**config.mk**
```make
export PLATFORM = sky130hd
export DESIGN_NAME = alu_op_issuer
export DESIGN_NICKNAME = d
export VERILOG_FILES = /design/src/rtl/alu_op_issuer.sv
export SDC_FILE = /design/constraint.sdc
export NUM_CORES = 1
export LEC_CHECK = 0
export CAP_MARGIN = 10
export CORE_UTILIZATION = 30
export CTS_BUF_LIST = sky130_fd_sc_hd__clkbuf_4 sky130_fd_sc_hd__clkbuf_8
export DETAILED_ROUTE_END_ITERATION = 12
export GPL_ROUTABILITY_DRIVEN = 1
export PLACE_DENSITY = 0.6
export REMOVE_ABC_BUFFERS = 1
export SYNTH_ARGS = -nofsm -noshare
export SYNTH_HDL_FRONTEND = slang
export SYNTH_SLANG_ARGS = --single-unit
export TNS_END_PERCENT = 5
```
**constraint.sdc**
```tcl
create_clock -name clk -period 2.1 [get_ports clk]
set_input_delay 0.21 -clock clk [delete_from_list [all_inputs] [get_ports clk]]
set_output_delay 0.21 -clock clk [all_outputs]
set_load 0.005 [all_outputs]
```
**src/rtl/alu_op_issuer.sv**
```systemverilog
// Issues one command at a time to an external combinational ALU and returns the result.
// Keeps an accumulator as the first operand and counts completed responses.
`timescale 1ns/1ps
module alu_op_issuer #(
    parameter int unsigned N = 8
) (
    input  logic         clk,
    input  logic         rst,
    input  logic         cmd_valid,
    output logic         cmd_ready,
    input  logic [2:0]   cmd_op,
    input  logic [N-1:0] cmd_operand,
    input  logic         cmd_wb,
    output logic [N-1:0] alu_dataa,
    output logic [N-1:0] alu_datab,
    output logic [2:0]   alu_selop,
    input  logic [N-1:0] alu_result,
    input  logic         alu_cout,
    output logic         rsp_valid,
    input  logic         rsp_ready,
    output logic [N-1:0] rsp_result,
    output logic         rsp_cout,
    output logic [N-1:0] acc,
    output logic [15:0]  op_count
);

    localparam int unsigned CNT_W = 16;

    typedef enum logic [1:0] {
        S_IDLE  = 2'd0,
        S_ISSUE = 2'd1,
        S_RESP  = 2'd2
    } state_e;

    state_e             state_q, state_d;
    logic               ready_q, ready_d;
    logic               rsp_valid_q, rsp_valid_d;
    logic [N-1:0]       dataa_q, dataa_d;
    logic [N-1:0]       datab_q, datab_d;
    logic [2:0]         selop_q, selop_d;
    logic               wb_q, wb_d;
    logic [N-1:0]       rsp_result_q, rsp_result_d;
    logic               rsp_cout_q, rsp_cout_d;
    logic [N-1:0]       acc_q, acc_d;
    logic [CNT_W-1:0]   op_count_q, op_count_d;

    // Next-state and datapath updates; handshake flags are registered from the next state.
    always_comb begin
        state_d      = state_q;
        dataa_d      = dataa_q;
        datab_d      = datab_q;
        selop_d      = selop_q;
        wb_d         = wb_q;
        rsp_result_d = rsp_result_q;
        rsp_cout_d   = rsp_cout_q;
        acc_d        = acc_q;
        op_count_d   = op_count_q;

        case (state_q)
            S_IDLE: begin
                if (cmd_valid && ready_q) begin
                    selop_d = cmd_op;
                    datab_d = cmd_operand;
                    dataa_d = acc_q;
                    wb_d    = cmd_wb;
                    state_d = S_ISSUE;
                end
            end
            S_ISSUE: begin
                rsp_result_d = alu_result;
                rsp_cout_d   = alu_cout;
                if (wb_q) begin
                    acc_d = alu_result;
                end
                state_d = S_RESP;
            end
            S_RESP: begin
                if (rsp_ready) begin
                    op_count_d = op_count_q + CNT_W'(1);
                    state_d    = S_IDLE;
                end
            end
            default: state_d = S_IDLE;
        endcase

        ready_d     = (state_d == S_IDLE);
        rsp_valid_d = (state_d == S_RESP);
    end

    always_ff @(posedge clk or posedge rst) begin
        if (rst) begin
            state_q      <= S_IDLE;
            ready_q      <= 1'b1;
            rsp_valid_q  <= 1'b0;
            dataa_q      <= '0;
            datab_q      <= '0;
            selop_q      <= 3'b000;
            wb_q         <= 1'b0;
            rsp_result_q <= '0;
            rsp_cout_q   <= 1'b0;
            acc_q        <= '0;
            op_count_q   <= '0;
        end else begin
            state_q      <= state_d;
            ready_q      <= ready_d;
            rsp_valid_q  <= rsp_valid_d;
            dataa_q      <= dataa_d;
            datab_q      <= datab_d;
            selop_q      <= selop_d;
            wb_q         <= wb_d;
            rsp_result_q <= rsp_result_d;
            rsp_cout_q   <= rsp_cout_d;
            acc_q        <= acc_d;
            op_count_q   <= op_count_d;
        end
    end

    assign cmd_ready  = ready_q;
    assign rsp_valid  = rsp_valid_q;
    assign alu_dataa  = dataa_q;
    assign alu_datab  = datab_q;
    assign alu_selop  = selop_q;
    assign rsp_result = rsp_result_q;
    assign rsp_cout   = rsp_cout_q;
    assign acc        = acc_q;
    assign op_count   = op_count_q;

endmodule

```
==> results.json, run 1 <==
{
  "status": "finished, final reports clean",
  "vias_per_cell": 4.29,
  "wl_per_cell_um": 13.6,
  "synth_top_family_by_area": "multiplexers",
  "cts.path.max_buffers": 2,
  "final_common_cell": "clkdlybuf4s50_1",
  "synth.area.top_cells": "dfrtp_1 (63%), mux2_1 (10%), mux2_2 (9.0%)",
  "slew_headroom": 0.609,
  "cts_made_buffers": 9,
  "insertedDiodeCount": 0,
  "synth_top_cell_by_area": "dfrtp_1",
  "finalSetupViolCount": 0,
  "cts_tree": "yes",
  "ctsHoldBuffers": 0,
  "drt_iter0_drc": 45,
  "cp.required_ps": 1890,
  "yosysWarningCount": 0,
  "wl_um": 4640,
  "die_area_um2": 7820,
  "core-area_um2": 7250,
  "ys_ff_latch": 57,
  "area_growth_pct": 48.8,
  "worst-path-buf-inv": 1,
  "startpoint": "cmd_ready",
  "cts.sinks": 57,
  "slew_violations": 0,
  "root_buffer": "clkbuf_8",
  "crit_family": "flip-flops",
  "crit_chain": "clkdlybuf4s50_1",
  "ir_drop_uv": 650,
  "netlist_instances": 149,
  "cts_setup_buffers": 0,
  "ys_seq_area_frac": 0.637,
  "synth_compound_area_frac": 0.00446,
  "post-route-period-util": 0.745,
  "timing.max_cap.violations": 0,
  "grt_overflow": 0,
  "async_reset_ff_frac": 1.00,
  "start_kind": "flip-flop",
  "cts_max_level": 3,
  "fin_crit_ps": 1570,
  "hp-class": "input port to async pin",
  "clk_latency_ps": 330,
  "worst_pin_slew_ps": 587,
  "fillCellCount": 694,
  "grt_max_degree": 40,
  "track_usage": 0.131,
  "dr.pass1.iters": 4,
  "final_cell_mix": "clkdlybuf4s50_1 (78), dfrtp_1 (56), mux2_1 (20)",
  "postPlaceCellArea_um2": 3150,
  "start_util": 0.309,
  "drc_errors": 0,
  "grt_pass1_wl_um": 7450,
  "antenna_found_initial": 0,
  "finalHoldViolCount": 0,
  "gp_congestion": 0.726,
  "numPortBuffers": 78,
  "crit_cells": 1,
  "yosysUniqueCellTypes": 23,
  "ctsResizeCount": 0,
  "io_pins": 79,
  "fin_nets": 262,
  "drive_gt1_frac": 0.178,
  "rsz0062_at_grt": "no",
  "synth_area_per_cell_um2": 15.0,
  "dp_hpwl_um": 3230,
  "worst_path_largest_cell_delay_ps": 530,
  "clkSlewWorstSetupHoldPaths_ps": 60,
  "synth_fa_ha_area_frac": 0.00558,
  "rr_worst_depth": 4,
  "die_h_um": 88.5,
  "final_area_um2": 3340,
  "p_per_area_nw_per_um2": 1310,
  "path_class": "flip-flop to output pin",
  "cp-end-kind": "output pin",
  "worst_hold_slack_ps": 198,
  "fp.dieW_um": 88.5,
  "critPathMaxFanout": 2,
  "final_cells": 340,
  "p_leak_nw": 1.41,
  "fmax_mhz": 639,
  "rows": 31,
  "synth-main-ff-cell": "dfrtp_1",
  "synth-xor-area-share": 0.0586,
  "routed-via-count": 1459,
  "arrival_ps": 1360,
  "finClkSkew_ps": 7.93,
  "tns_ps": 0,
  "synth_edf_count": 0,
  "final_antenna_net_count": 0,
  "place_inst": 324,
  "yosys.area_share.simple": 0.0898,
  "synth_top_area_share": 0.625,
  "grt_pass1_vias": 1511,
  "reg2reg_from": "state_q[0]",
  "worst_path_max_delay_cell": "dfstp_2",
  "netlist_area_um2": 2240,
  "final_util": 0.460,
  "synthMuxAreaShare": 0.191
}
==> where the power goes <==
part | internal, mW | switching [mW] | total (mW)
sequential | 1.55 | 0.283 | 1.84
combinational | 1.11 | 0.494 | 1.61
clock | 0.513 | 0.408 | 0.921
==> through the flow <==
step | total power, mW | setup WS, ps
5_1_grt | 4.67 | 410
3_3_place_gp | 3.47 | 431
2_1_floorplan | 2.44 | 391
6_report | 4.36 | 535
3_5_place_dp | 3.50 | 390
4_1_cts | 4.45 | 505
==> worst register-to-register path: stages, from the launching register on <==
cell and delay [ps]:
dfrtp_1 410, nand2b_1 190, nor3_2 410, and4_1 280
xor2_1 150
==> per-layer routing <==
layer | vias to the layer above | routed length, um | global-route usage
met5 | - | 0 | 0
met4 | 0 | 139 | 0.0792
met3 | 12 | 310 | 0.0429
met2 | 49 | 2130 | 0.206
met1 | 712 | 2050 | 0.157
li1 | 686 | - | -
==> synth_stat cells (3+ instances only) <==
master / count
mux2_2: 18
buf_2: 4
mux2_1: 20
nand3_1: 3
dfrtp_1: 56
nor3_2: 3
nand2b_1: 3
nand2_1: 5
nand4_1: 3
xor2_1: 5
xnor2_1: 10
nor2_1: 4
inv_1: 3
==> sequential cells by signal (all words and copies together) (netlist names) <==
signal / count
acc: 8
alu_dataa: 8
alu_datab: 8
alu_selop: 3
cmd_ready: 1
op_count: 16
rsp_cout: 1
rsp_result: 8
rsp_valid: 1
state_q: 2
wb_q: 1
==> path summary, 6_finish.rpt <==
path | endpoint | slack [ps]
worst min-delay path | op_count[9] | 200
min in group clk | alu_datab[1] | 480
worst max-delay path | cmd_ready | 530
max in group asynchronous | cmd_ready | 1280
worst min register to register | op_count[15] | 480
worst max register to register | op_count[7] | 590
==> final cells by class <==
class                           instances  area [um2]  area share
Clock buffer                           13         166      0.0499
Clock inverter                          3        15.0     0.00450
Inverter                                3        11.3     0.00338
Multi-Input combinational cell         85         783       0.235
Sequential cell                        57        1430       0.428
Tap cell                               99         124      0.0371
Timing Repair Buffer                   80         808       0.242
==> logic make-up after synthesis <==
group           Yosys count
mux                      38
buf+inv                   7
simple gates             29
fa+ha+maj                 1
compound gates            2
flops                    57
xor+xnor                 15
(Power assumes the default switching activity.)
==> run 2, diff against run 1 <==
--- a/config.mk
+++ b/config.mk
@@ -10,7 +10,7 @@
 export CTS_BUF_LIST = sky130_fd_sc_hd__clkbuf_4 sky130_fd_sc_hd__clkbuf_8
 export DETAILED_ROUTE_END_ITERATION = 12
 export GPL_ROUTABILITY_DRIVEN = 1
-export PLACE_DENSITY = 0.6
+export PLACE_DENSITY = 0.62
 export REMOVE_ABC_BUFFERS = 1
 export SYNTH_ARGS = -nofsm -noshare
 export SYNTH_HDL_FRONTEND = slang
==> constraint.sdc (replaced) <==
create_clock -name clk -period 1.3 [get_ports clk]
set_input_delay 0.13 -clock clk [delete_from_list [all_inputs] [get_ports clk]]
set_output_delay 0.13 -clock clk [all_outputs]
set_load 0.005 [all_outputs]
==> results.json, run 2 (same netlist as run 1, synthesis figures left out) <==
{
  "place_inst": 346,
  "register_area_um2": 1430,
  "dr.pass1.iters": 2,
  "status": "complete, but fails checks",
  "worst_path_max_delay_cell": "dfstp_2",
  "clkSlewWorstSetupHoldPaths_ps": 60,
  "grt_max_degree": 29,
  "fin_nets": 292,
  "worst_hold_slack_ps": 85.1,
  "r2r_slack_ps": -130,
  "fin_crit_ps": 1430,
  "worst_pin_slew_ps": 304,
  "final_cell_mix": "dfrtp_1 (56), dlygate4sd2_1 (51), clkdlybuf4s50_1 (24)",
  "drt_iter0_drc": 40,
  "cts_made_buffers": 9,
  "final_common_cell": "dfrtp_1",
  "drc_errors": 0,
  "cp-end-kind": "flip-flop",
  "critPathMaxFanout": 16,
  "cts_tree": "yes",
  "ctsHoldBuffers": 0,
  "largest_reg_flops": 16,
  "cts.sinks": 57,
  "grt_overflow": 0,
  "finalSetupViolCount": 21,
  "antenna_found_initial": 0,
  "numPortBuffers": 78,
  "start_util": 0.309,
  "core-area_um2": 7250,
  "die_area_um2": 7820,
  "dp_hpwl_um": 3440,
  "grt_pass1_wl_um": 7560,
  "vias_per_cell": 4.25,
  "rows": 31,
  "fmax_mhz": 701,
  "crit_family": "flip-flops",
  "violations": "negative setup slack",
  "final_util": 0.497,
  "gp_congestion": 0.733,
  "fp.dieW_um": 88.5,
  "worst_path_largest_cell_delay_ps": 530,
  "crit_chain": "and4bb_2 -> buf_12 -> mux2_1",
  "fillCellCount": 682,
  "ir_drop_uv": 904,
  "grt_pass1_vias": 1588,
  "final_antenna_net_count": 0,
  "start_kind": "flip-flop",
  "p_leak_nw": 1.77,
  "cts_max_level": 3,
  "arrival_ps": 1630,
  "multi_input_area_um2": 815,
  "slew_violations": 0,
  "timing.max_cap.violations": 0,
  "root_buffer": "clkbuf_8",
  "rsz0062_at_grt": "yes",
  "finClkSkew_ps": 6.83,
  "post-route-period-util": 1.10,
  "wl_per_cell_um": 12.8,
  "die_h_um": 88.5,
  "setup_ws_ps": -127,
  "finalHoldViolCount": 0,
  "p_per_area_nw_per_um2": 2000,
  "io_pins": 79,
  "cp.required_ps": 1500,
  "hp-class": "input port to async pin",
  "track_usage": 0.134,
  "worst-path-buf-inv": 1,
  "slew_headroom": 0.797,
  "path_class": "flip-flop to flip-flop",
  "clk_latency_ps": 320,
  "final_cells": 369,
  "area_growth_pct": 60.9,
  "insertedDiodeCount": 0,
  "drive_gt1_frac": 0.289,
  "routed-via-count": 1570,
  "wl_um": 4740,
  "cts.path.max_buffers": 2
}
==> run 2: routing by layer <==
layer / vias up / GRT usage / routed length [um]
met2: 56 / 0.197 / 2090
met1: 756 / 0.170 / 2200
li1: 748 / - / -
met5: - / 0 / 0
met3: 10 / 0.0541 / 370
met4: 0 / 0.0704 / 78
==> run 2: worst paths after layout <==
check | from | to | cells after the start
setup / recovery | cmd_ready | alu_dataa[4] | 3
hold / removal | rst | op_count[11] | 2
setup reg to reg | cmd_ready | alu_dataa[4] | 3
hold reg to reg | op_count[15] | op_count[15] | 1
max in group asynchronous | rst | cmd_ready | 3
min in group clk | cmd_operand[4] | alu_datab[4] | 2
==> run 2: power breakdown <==
group / total, mW / internal, mW / switching, mW
clock: 1.64 / 0.994 / 0.647
sequential: 2.85 / 2.51 / 0.347
combinational: 2.74 / 1.76 / 0.978
==> run 2: timing repair <==
item | 4_1_cts | 5_1_grt
resized for setup | 59 | 9
setup endpoints to repair | 79 | 38
buffers inserted | 8 | 0
pin swaps | 2 | 3
==> run 2: cell type report <==
cell class	instances	share of cell area
clock buffer	12	0.0440
clock inverter	3	0.0111
inverter	3	0.00312
multi-input combinational	85	0.226
sequential	57	0.396
tap	99	0.0343
timing repair buffer	110	0.286
==> run 2: worst register-to-register path: cells and delay by family (launching register included) <==
kind | cells | cell delay, ps
flip-flops | 1 | 530
multiplexers | 1 | 350
buffers and inverters | 1 | 170
AND/OR/NAND/NOR | 1 | 270
==> run 2: stage by stage <==
step | instance area (um2) | total power [mW] | setup WS (ps) | TNS (ps)
6_report | 3610 | 7.23 | -127 | -2160
2_1_floorplan | 2220 | 3.94 | -409 | -20690
3_3_place_gp | 3360 | 5.90 | -194 | -4770
4_1_cts | 3580 | 7.32 | -154 | -2450
3_5_place_dp | 3360 | 5.96 | -216 | -5530
5_1_grt | 3610 | 7.77 | -171 | -3710
==> run 3, diff against run 2 <==
--- a/config.mk
+++ b/config.mk
@@ -6,11 +6,11 @@
 export NUM_CORES = 1
 export LEC_CHECK = 0
 export CAP_MARGIN = 10
-export CORE_UTILIZATION = 30
+export CORE_UTILIZATION = 42
 export CTS_BUF_LIST = sky130_fd_sc_hd__clkbuf_4 sky130_fd_sc_hd__clkbuf_8
 export DETAILED_ROUTE_END_ITERATION = 12
 export GPL_ROUTABILITY_DRIVEN = 1
-export PLACE_DENSITY = 0.62
+export PLACE_DENSITY = 0.81
 export REMOVE_ABC_BUFFERS = 1
 export SYNTH_ARGS = -nofsm -noshare
 export SYNTH_HDL_FRONTEND = slang
==> results.json, run 3 (same netlist as run 1, synthesis figures left out) <==
{
  "dr.pass1.iters": 3,
  "finalHoldViolCount": 0,
  "post-route-period-util": 1.11,
  "gp_congestion": 0.723,
  "core-area_um2": 5140,
  "start_util": 0.436,
  "power.switching_mw": 2.12,
  "slew_violations": 0,
  "io_pins": 79,
  "final_cells": 335,
  "path_class": "flip-flop to flip-flop",
  "wl_met2_um": 2670,
  "cts.path.max_buffers": 2,
  "grt_max_degree": 58,
  "wl_um": 5180,
  "drc_errors": 0,
  "multi_input_area_um2": 847,
  "grt_overflow": 0,
  "wl_met1_um": 2130,
  "finalSetupViolCount": 23,
  "arrival_ps": 1640,
  "track_usage": 0.193,
  "final_cell_mix": "dfrtp_1 (56), dlygate4sd2_1 (47), clkdlybuf4s50_1 (24)",
  "drt_iter0_drc": 22,
  "fin_nets": 286,
  "antenna_found_initial": 0,
  "top_layer": "met4",
  "timing.rr.end": "alu_datab[2]",
  "worst_pin_slew_ps": 303,
  "register_area_um2": 1430,
  "cts_made_buffers": 9,
  "comb_power_share": 0.402,
  "r2r_slack_ps": -140,
  "start_kind": "flip-flop",
  "fmax_mhz": 694,
  "cts.sinks": 57,
  "fin_crit_ps": 1440,
  "clkSlewWorstSetupHoldPaths_ps": 70,
  "reg2reg_from": "state_q[1]",
  "die_area_um2": 5630,
  "dp_hpwl_um": 3320,
  "drive_gt1_frac": 0.306,
  "p_per_area_nw_per_um2": 2070,
  "clockPowerShare": 0.201,
  "rows": 26,
  "largest_reg_flops": 16,
  "rsz0062_at_grt": "yes",
  "wl_per_cell_um": 15.5,
  "fp.dieW_um": 75.1,
  "rr_worst_depth": 3,
  "p_int_mw": 5.28,
  "setup_ws_ps": -141,
  "final_antenna_net_count": 0,
  "die_h_um": 75.1,
  "place_inst": 312,
  "cts_tree": "yes",
  "cp.required_ps": 1500,
  "root_buffer": "clkbuf_8",
  "cp-end-kind": "flip-flop",
  "finClkSkew_ps": 12.3,
  "crit_chain": "and4bb_4 -> buf_12 -> mux2_1",
  "ir_drop_uv": 1450,
  "routed-via-count": 1599,
  "dp_slack_ps": -215,
  "hp-class": "input port to async pin",
  "final_util": 0.696,
  "worst_path_max_delay_cell": "dfrtp_1",
  "seq_power_share": 0.397,
  "netSwitchingFraction": 0.287,
  "final_common_cell": "dfrtp_1",
  "cts_max_level": 3,
  "clk_latency_ps": 330,
  "worst_path_largest_cell_delay_ps": 420,
  "insertedDiodeCount": 0,
  "finalPower_mw": 7.40,
  "slew_headroom": 0.798,
  "area_growth_pct": 59.6,
  "wl_met3_um": 304,
  "grt_pass1_vias": 1628,
  "numPortBuffers": 78,
  "grt_pass1_wl_um": 7750,
  "p_leak_nw": 1.79,
  "timing.max_cap.violations": 0,
  "violations": "negative setup slack",
  "status": "complete, but fails checks",
  "fillCellCount": 411,
  "vias_per_cell": 4.77,
  "critPathMaxFanout": 11,
  "ctsHoldBuffers": 0
}
==> run 3: cell count changes in the layout (fill, tap and decap cells not counted), sizes merged <==
| cell | before | now |
|---|---|---|
| clkbuf | 12 | 14 |
| clkinv | 2 | 3 |
| bufinv | 1 | 0 |
| dlygate4sd2 | 51 | 47 |
| dlymetal6s2s | 2 | 6 |
| buf | 33 | 26 |
==> run 3: power by group through the flow <==
stage / Clock, mW / Combinational [mW] / Sequential [mW]
CTS: 1.53 / 2.70 / 2.91
global route: 1.60 / 3.22 / 3.02
global placement: 0 / 2.92 / 2.90
detailed placement: 0 / 3.01 / 2.94
floorplan: 0 / 0.939 / 3.00
finish: 1.49 / 2.98 / 2.94
==> run 3: final cells by class <==
type,count,area share
clock inverter,3,0.00420
multi-input combinational,85,0.237
timing repair buffer,104,0.286
inverter,3,0.00315
clock buffer,13,0.0465
sequential,57,0.399
tap,70,0.0245
==> run 3: critical path, delay by kind of cell, from the launching register on <==
kind	cells	cell delay [ps]
buf+inv	1	160
simple gates	1	410
mux	1	330
flops	1	420
==> run 3: metal layers <==
layer / GRT usage / vias to the layer above
met5: 0 / -
met3: 0.0669 / 9
met1: 0.230 / 797
met2: 0.314 / 49
li1: - / 744
met4: 0.0943 / 0
==> run 3: what timing repair did <==
action / CTS / global route
pin swaps: 1 / 6
setup endpoints to repair: 75 / 48
gates cloned: 0 / 2
resized for setup: 54 / 23
setup buffers: 4 / 2
==> run 3: stage by stage <==
step           setup TNS [ps]  instance area [um2]  hold slack [ps]
6_report                -2520                 3580              176
2_1_floorplan          -20690                 2220              239
5_1_grt                 -4130                 3580              228
4_1_cts                 -2490                 3450              191
3_3_place_gp            -4610                 3280              464
3_5_place_dp            -5850                 3280              469
==> run 3: how the worst max path moves through the flow <==
stage | endpoint | slack, ps | start
floorplan | alu_dataa[5] | -410 | cmd_ready
global placement | alu_dataa[6] | -170 | cmd_valid
detailed placement | alu_datab[2] | -210 | cmd_valid
CTS | alu_dataa[7] | -130 | cmd_ready
global route | alu_datab[6] | -160 | state_q[1]
finish | alu_datab[2] | -140 | state_q[1]
